==> src/rtl/rk8e_data_break.sv <==
// Steals one memory cycle per RK8-E DMA request at a CPU break point, with a burst cap before a CPU fetch.
// dmaGNT arrives MEM_LAT+3 cycles after dmaREQ is sampled if the CPU yields at once; the device holds dmaREQ until dmaGNT.
module rk8e_data_break #(
  parameter int MEM_LAT   = 1,
  parameter int MAX_BURST = 4
) (
  input  logic        clk,
  input  logic        reset,
  input  logic        clear,
  input  logic        cpu_break_ok,
  input  logic        cpu_fetch,
  output logic        cpu_hold,
  input  logic        dmaREQ,
  input  logic        dmaRD,
  input  logic        dmaWR,
  input  logic [14:0] dmaADDR,
  input  logic [11:0] dmaDOUT,
  output logic [11:0] dmaDIN,
  output logic        dmaGNT,
  output logic [14:0] mem_addr,
  output logic [11:0] mem_wdata,
  output logic        mem_re,
  output logic        mem_we,
  input  logic [11:0] mem_rdata,
  output logic        dma_err
);

  localparam logic [2:0] S_IDLE    = 3'd0;
  localparam logic [2:0] S_WAIT    = 3'd1;
  localparam logic [2:0] S_MEM     = 3'd2;
  localparam logic [2:0] S_GRANT   = 3'd3;
  localparam logic [2:0] S_RELEASE = 3'd4;

  localparam int LW = $clog2(MEM_LAT + 1);
  localparam int BW = $clog2(MAX_BURST + 1);
  localparam logic [LW-1:0] LAT_LAST  = LW'(MEM_LAT);
  localparam logic [BW-1:0] BURST_MAX = BW'(MAX_BURST);

  logic [2:0]    state_q, state_d;
  logic [LW-1:0] lat_q, lat_d;
  logic [BW-1:0] burst_q, burst_d;
  logic          rd_q, rd_d;
  logic          err_q, err_d;
  logic [11:0]   din_q, din_d;
  logic [14:0]   addr_q, addr_d;
  logic [11:0]   wdata_q, wdata_d;
  logic          burst_ok;

  assign burst_ok = (burst_q < BURST_MAX);

  always_comb begin
    state_d = state_q;
    lat_d   = lat_q;
    burst_d = burst_q;
    rd_d    = rd_q;
    err_d   = err_q;
    din_d   = din_q;
    addr_d  = addr_q;
    wdata_d = wdata_q;
    case (state_q)
      S_IDLE: begin
        if (dmaREQ) begin
          if (dmaRD != dmaWR) begin
            state_d = S_WAIT;
          end else begin
            // Ambiguous direction: flag it and grant without touching memory.
            err_d   = 1'b1;
            state_d = S_GRANT;
          end
        end
      end
      S_WAIT: begin
        if (!dmaREQ) begin
          state_d = S_IDLE;
        end else if (cpu_break_ok && burst_ok) begin
          addr_d  = dmaADDR;
          wdata_d = dmaDOUT;
          rd_d    = dmaRD;
          lat_d   = '0;
          state_d = S_MEM;
        end
      end
      S_MEM: begin
        if (lat_q == LAT_LAST) begin
          if (rd_q) din_d = mem_rdata;
          state_d = S_GRANT;
        end else begin
          lat_d = lat_q + 1'b1;
        end
      end
      S_GRANT: begin
        if (burst_ok) burst_d = burst_q + 1'b1;
        state_d = S_RELEASE;
      end
      S_RELEASE: begin
        if (!dmaREQ) state_d = S_IDLE;
      end
      default: state_d = S_IDLE;
    endcase
    // A fetch proves the CPU made progress, so it outranks a coincident grant increment.
    if (cpu_fetch) burst_d = '0;
  end

  always_ff @(posedge clk) begin
    if (reset || clear) begin
      state_q <= S_IDLE;
      lat_q   <= '0;
      burst_q <= '0;
      rd_q    <= 1'b0;
      err_q   <= 1'b0;
      din_q   <= '0;
      addr_q  <= '0;
      wdata_q <= '0;
    end else begin
      state_q <= state_d;
      lat_q   <= lat_d;
      burst_q <= burst_d;
      rd_q    <= rd_d;
      err_q   <= err_d;
      din_q   <= din_d;
      addr_q  <= addr_d;
      wdata_q <= wdata_d;
    end
  end

  always_comb begin
    cpu_hold = 1'b0;
    case (state_q)
      S_WAIT:                     cpu_hold = burst_ok;
      S_MEM, S_GRANT, S_RELEASE:  cpu_hold = 1'b1;
      default:                    cpu_hold = 1'b0;
    endcase
  end

  assign mem_re    = (state_q == S_MEM) && (lat_q == '0) && rd_q;
  assign mem_we    = (state_q == S_MEM) && (lat_q == '0) && !rd_q;
  assign dmaGNT    = (state_q == S_GRANT);
  assign dmaDIN    = din_q;
  assign mem_addr  = addr_q;
  assign mem_wdata = wdata_q;
  assign dma_err   = err_q;

endmodule

==> config.mk <==
export PLATFORM = sky130hd
export DESIGN_NAME = rk8e_data_break
export DESIGN_NICKNAME = d
export VERILOG_FILES = /design/src/rtl/rk8e_data_break.sv
export SDC_FILE = /design/constraint.sdc
export NUM_CORES = 1
export LEC_CHECK = 0
export ABC_AREA = 1
export BUFFER_PORTS_ARGS = -buffer_cell sky130_fd_sc_hd__buf_4
export CORE_MARGIN = 3
export CORE_UTILIZATION = 35
export CTS_BUF_LIST = sky130_fd_sc_hd__clkbuf_8
export DETAILED_ROUTE_END_ITERATION = 7
export PLACE_DENSITY_LB_ADDON = 0.05
export SYNTH_ARGS = -nofsm -noshare
export SYNTH_HDL_FRONTEND = slang
export SYNTH_SLANG_ARGS = --single-unit
==> constraint.sdc <==
create_clock -name clk -period 3.8 [get_ports clk]
set_clock_uncertainty 0.05 [all_clocks]
set_input_delay 0.38 -clock clk [delete_from_list [all_inputs] [get_ports clk]]
set_output_delay 0.38 -clock clk [all_outputs]
set_load 0.05 [all_outputs]
# Word level (Yosys, flattened, before mapping)
# Index checks and enable logic that the tools add are counted.
[word_totals]
input_bits = 47
ff_bits = 48
output_inout_bits = 44
word_cells = 52
[op_classes]
n_eq_ne = 11
bitwise_logic = 2
n_reduce_logical = 16
n_addsub = 2
n_lt_le_gt_ge = 1
muxes = 12
[op_table]
columns = ["op", "count"]
rows = [
  ["2-to-1 mux 3 bit", 5],
  ["case mux 3 bit (5 select lines)", 1],
  ["AND reduction 3 bit", 4],
  ["inequality test 2 bit, second input constant", 5],
  ["== test 3 x 2 -> 1 bit, second input constant", 2],
  ["logical AND 1 bit", 4],
  ["case mux 1 bit (2 select lines)", 2],
  ["AND reduction 4 bit", 1],
  ["adder 3 x 1 -> 3 bit, second input constant", 1],
  ["== test 3 x 1 -> 1 bit, second input constant", 1],
  ["== test 3 bit, second input constant", 1],
  ["zero test 3 bit", 1],
  ["less-than comparator 3 bit, second input constant", 1],
  ["2-to-1 mux 1 bit", 3],
  ["inequality test 3 bit, second input constant", 1],
  ["OR reduction 3 bit", 1],
  ["2-to-1 mux 2 bit", 1],
  ["NOT 1 bit", 2],
  ["AND reduction 2 bit", 1],
  ["nonzero test 2 bit", 1],
  ["OR reduction 2 bit", 1],
  ["adder 1 bit, second input constant", 1],
  ["zero test 1 bit", 1],
  ["logical OR 1 bit", 1],
  ["inequality test 1 bit", 1],
]

# Logic depth before layout (Yosys ltp)
[depth]
word_depth = 5
mapped_depth = 9
mapped_depth_nobuf = 9

# Worst setup path after synthesis
# OpenSTA, ideal clock, no wires.
[synth_timing]
path_type = "register -> output"
from = "reg state_q[1]"
to = "out cpu_hold"
n_path_buf = 0
t_arrival_ns = 1.349
slack_ns = 2.021
stages_incl_launch_ff = 4
cell_sequence = "dfxtp_1 -> inv_2 -> nand3_4 -> o221ai_1"
[synth_between]
elab_chain_len = 3
elab_cells_between_ends = 6
classes_between = "4 x eq/ne; 1 x mux; 1 x reduce/logical"
[synth_rtl]
columns = ["element", "line_no", "source"]
rows = [
  ["start, declared", "39", "logic [2:0] state_q, state_d;"],
  ["start signal, assigned", "115", "state_q <= state_d;"],
  ["== test 3 x 2 -> 1 bit or == test 3 bit (tied branches)", "128", "case (state_q)"],
  ["OR reduction 3 bit", "128", ""],
  ["case mux 1 bit (2 select lines) *", "128", ""],
  ["end, declared", "12", "output logic cpu_hold,"],
]
# Every way passes the cells marked *; elsewhere a longest branch is shown, timed or not.

# Worst setup path after layout
[layout_timing]
from = "reg state_q[2]"
to = "out mem_we"
[layout_between]
elab_chain_len = 3
[layout_rtl]
columns = ["element", "line_no", "source"]
rows = [
  ["== test 3 x 2 -> 1 bit", "136", "assign mem_we = (state_q == S_MEM) && (lat_q == '0) && !rd_q;"],
  ["logical AND 1 bit (2 in a row)", "136", ""],
  ["end, declared", "23", "output logic mem_we,"],
]
# Every way passes these cells.

==> results.md <==
| Parameter | Value | Unit |
|---|---|---|
| Outcome | finished, final reports clean | - |
| Vias in the first global route | 1590 | - |
| Final #Nets | 373 | - |
| Endpoints failing hold | 0 | - |
| Unrepaired setup endpoints after global routing | no | - |
| Placer's final routability congestion estimate | 0.846 | - |
| Psw | 0.000225 | W |
| Final core utilization | 53.6 | % |
| Maximum fanout count along the critical path | 5 | - |
| Width of the chip | 78.9 | um |
| Simple-Gate Fraction of Synth Area | 21.5 | % |
| Largest net degree at the start of global routing | 43 | - |
| Post-CTS Hold Buffers | 0 | - |
| Critical path startpoint category | flop | - |
| Initial Util | 37.8 | % |
| Clock group share of total power | 30.4 | % |
| Worst path cell trace | nor2_2 -> nand3b_1 -> nor2_1 -> buf_4 | - |
| Crit path kind | reg -> out | - |
| Dominant combinational cell family by area after synthesis | simple AND/OR/NAND/NOR gates | - |
| Overall fraction of global-route tracks in use | 14.5 | % |
| Initial DRT Pass Iterations | 4 | - |
| Via density per instance | 4.46 | - |
| Number of max-cap violations | 0 | - |
| Sequential-to-total area share from yosys stat | 51.7 | % |
| IR drop worst, VDD | 0.000136 | V |
| Clock Path Buffers | 2 | - |
| Final Slew Violations | 0 | - |
| Average cell area after synthesis | 7.81 | um^2 |
| Cell area power density | 346 | nW/um^2 |
| Area growth, synth to finish | 41.6 | % |
| Least-Margin Pin Slew | 0.531 | ns |
| Seq pwr share | 56.4 | % |
| Standard-cell rows | 25 | - |
| Clock latency on the worst-skew pair | 0.29 | ns |
| Synthesized-area fraction occupied by ao, oa, aoi and oai cells | 16.7 | % |
| Global-route wire length before repair | 7120 | um |
| CP peak stage delay | 0.36 | ns |
| I/O Pins | 91 | - |
| Placed wire-length estimate | 3190 | um |
| Overall via count from detail_route | 1750 | - |
| Number of sinks driven by the clock tree | 48 | - |
| Htree depth | 2 | - |
| Xor and xnor area share after synthesis | 0.471 | % |
| Net count after synthesis | 286 | - |
| Height of the chip | 78.9 | um |
| Clock root cell | sky130_fd_sc_hd__clkbuf_8 | - |
| Antenna Nets Post-Route | 0 | - |
| Part of the power in combinational logic | 13.3 | % |
| Internal Pwr Total | 0.000686 | W |
| Number of placed cells counting well taps | 385 | - |
| Gate count of the mapped netlist | 238 | - |
| Max Clock Freq | 557 | MHz |
| Crit-path slowest cell | sky130_fd_sc_hd__dfxtp_1 | - |
| Max-slew headroom | 64.5 | % |
| Mapped cell area | 1860 | um^2 |
| Final critical-path required period | 1.79 | ns |
| Worst EP arrival | 1.36 | ns |
| Number of unique standard cell types used by synthesis | 27 | - |
| Clock Pin Slew Worst Setup and Hold Paths | 0.08 | ns |
| Aggregate global routing overflow | 0 | - |
| Core region area | 4910 | um^2 |
| Average routed wire per standard cell | 11.3 | um |
| Initial detailed-routing violation count | 55 | - |
| LEAKAGE | 1.14 | nW |
| Multiplexer fraction of the synthesized cell area | 0 | % |
| Cells resized by post-CTS repair | 0 | - |
| Fraction of the mapped netlist area in adder cells | 0.673 | % |
| Number of setup violations in the final report | 0 | - |
| Residual DRC count | 0 | - |
| TritonCTS Buffers | 5 | - |
| Buffers inserted during post-CTS setup optimization | 0 | - |
| Switching share of power | 24.7 | % |
| Final worst-path cycle share | 47.2 | % |
| Worst Setup End Kind | output port | - |
| Detailed-route wire length | 4430 | um |
| N_diodes | 0 | - |
| Worst hold path type | in -> reg | - |
| Total of warnings raised by yosys | 0 | - |
| Port bufs | 90 | - |
| Required time worst endpoint | 3.37 | ns |
| Die footprint | 6220 | um^2 |
| Final std cells w/o fill | 392 | - |
| TNS Setup | 0 | ns |
| Share of final-layout standard cells stronger than drive strength 1 | 32.9 | % |
| Flops & latches, synth | 48 | - |
| Clock tree from TritonCTS | built | - |
| Number of antenna violations at the first check in global routing | 0 | - |
## final cells by class
type | instances | area [um^2]
clock buffer | 5 | 68.8
clock inverter | 2 | 8.76
fill | 518 | 2280
inverter | 24 | 92.6
multi-input combinational | 155 | 733
sequential | 48 | 961
tap | 67 | 83.8
timing repair buffer | 91 | 683
## routing by layer
layer | vias up | global-route usage [%] | part of all wire (%)
li1 | 932 | - | -
met1 | 758 | 16.9 | 45
met2 | 51 | 25.2 | 46
met3 | 9 | 4.54 | 6.6
met4 | 0 | 5.15 | 1.8
met5 | - | 0 | 0
## cell usage in the layout, fill, tap and decap left out, types with 2 or more instances in the layout
master	n
sky130_fd_sc_hd__dfxtp_1	48
sky130_fd_sc_hd__o21ai_1	9
sky130_fd_sc_hd__o21ai_0	32
sky130_fd_sc_hd__a21oi_1	18
sky130_fd_sc_hd__nor2_2	2
sky130_fd_sc_hd__nand3_1	4
sky130_fd_sc_hd__nor2_1	63
sky130_fd_sc_hd__nand3_4	2
sky130_fd_sc_hd__inv_2	3
sky130_fd_sc_hd__nand2_1	16
sky130_fd_sc_hd__clkbuf_8	5
sky130_fd_sc_hd__buf_4	91
sky130_fd_sc_hd__inv_1	21
## cell families after synthesis
| kind of cell | after synthesis |
|---|---|
| XOR/XNOR | 1 |
| adder cells (fa/ha/maj) | 1 |
| AO/OA/AOI/OAI | 61 |
| buffers and inverters | 35 |
| flip-flops | 48 |
| AND/OR/NAND/NOR | 92 |
## sequential cells by signal (all words and copies together), names as in the netlist
name and cells:
mem_wdata 12, lat_q 1, rd_q 1, state_q 3, dma_err 1, dmaDIN 12, mem_addr 15, burst_q 3
## power groups by stage
stage	clock [W]	sequential, W	combinational, W
2_1_floorplan	0	0.000537	0.0000560
3_3_place_gp	0	0.000525	0.000123
3_5_place_dp	0	0.000525	0.000122
4_1_cts	0.000292	0.000513	0.000122
5_1_grt	0.000311	0.000514	0.000134
6_report	0.000277	0.000513	0.000121
## worst paths after layout
| kind | cells past startpoint | endpoint | startpoint | slack [ns] |
|---|---|---|---|---|
| worst max register to register | 4 | dmaDIN[3] | state_q[2] | 2.20 |
| worst min-delay path | 3 | mem_addr[8] | dmaADDR[8] | 0.27 |
| worst max-delay path | 4 | mem_we | state_q[2] | 2.01 |
| worst min register to register | 2 | dmaDIN[1] | dmaDIN[1] | 0.40 |
## critical path, delay by kind of cell, from the launching register on
family / cells / cell delay [ns]
and+or+nand+nor: 3 / 0.51
buffers and inverters: 1 / 0.21
DFF: 1 / 0.36
## through the flow
step                      worst slack [ns]  hold WS, ns  power, W  cell area [um^2]
after floorplan                       2.02        0.390  0.000593              1860
after global placement                2.15        0.383  0.000648              2550
after detailed placement              2.12        0.386  0.000647              2550
after CTS                             1.99        0.260  0.000928              2630
after global routing                  1.92        0.273  0.000959              2630
final                                 2.01        0.268  0.000910              2630
## synth_stat cells
cell                       count  area share [%]
sky130_fd_sc_hd__nor2_1       64              13
sky130_fd_sc_hd__dfxtp_1      48              52
sky130_fd_sc_hd__o21ai_0      32             8.6
sky130_fd_sc_hd__inv_1        20             4.0
sky130_fd_sc_hd__a21oi_1      18             4.8
sky130_fd_sc_hd__nand2_1      16             3.2
sky130_fd_sc_hd__o21ai_1       9             2.4
sky130_fd_sc_hd__nand3_1       4             1.1
sky130_fd_sc_hd__buf_6         3             1.8
sky130_fd_sc_hd__clkbuf_1      3            0.61
sky130_fd_sc_hd__inv_2         3            0.61
sky130_fd_sc_hd__buf_2         2            0.54
sky130_fd_sc_hd__nand3_4       2             1.9
sky130_fd_sc_hd__a31oi_1       1            0.34
sky130_fd_sc_hd__buf_1         1            0.20
sky130_fd_sc_hd__buf_4         1            0.40
sky130_fd_sc_hd__clkbuf_4      1            0.40
sky130_fd_sc_hd__ha_1          1            0.67
sky130_fd_sc_hd__inv_4         1            0.34
sky130_fd_sc_hd__nand3b_1      1            0.40
sky130_fd_sc_hd__nand4_2       1            0.67
sky130_fd_sc_hd__nor2_2        1            0.34
sky130_fd_sc_hd__nor3_1        1            0.27
sky130_fd_sc_hd__o221ai_1      1            0.47
sky130_fd_sc_hd__or2_0         1            0.34
sky130_fd_sc_hd__or2_2         1            0.34
sky130_fd_sc_hd__xnor2_1       1            0.47
No activity file was read; power rests on OpenSTA's default activity.
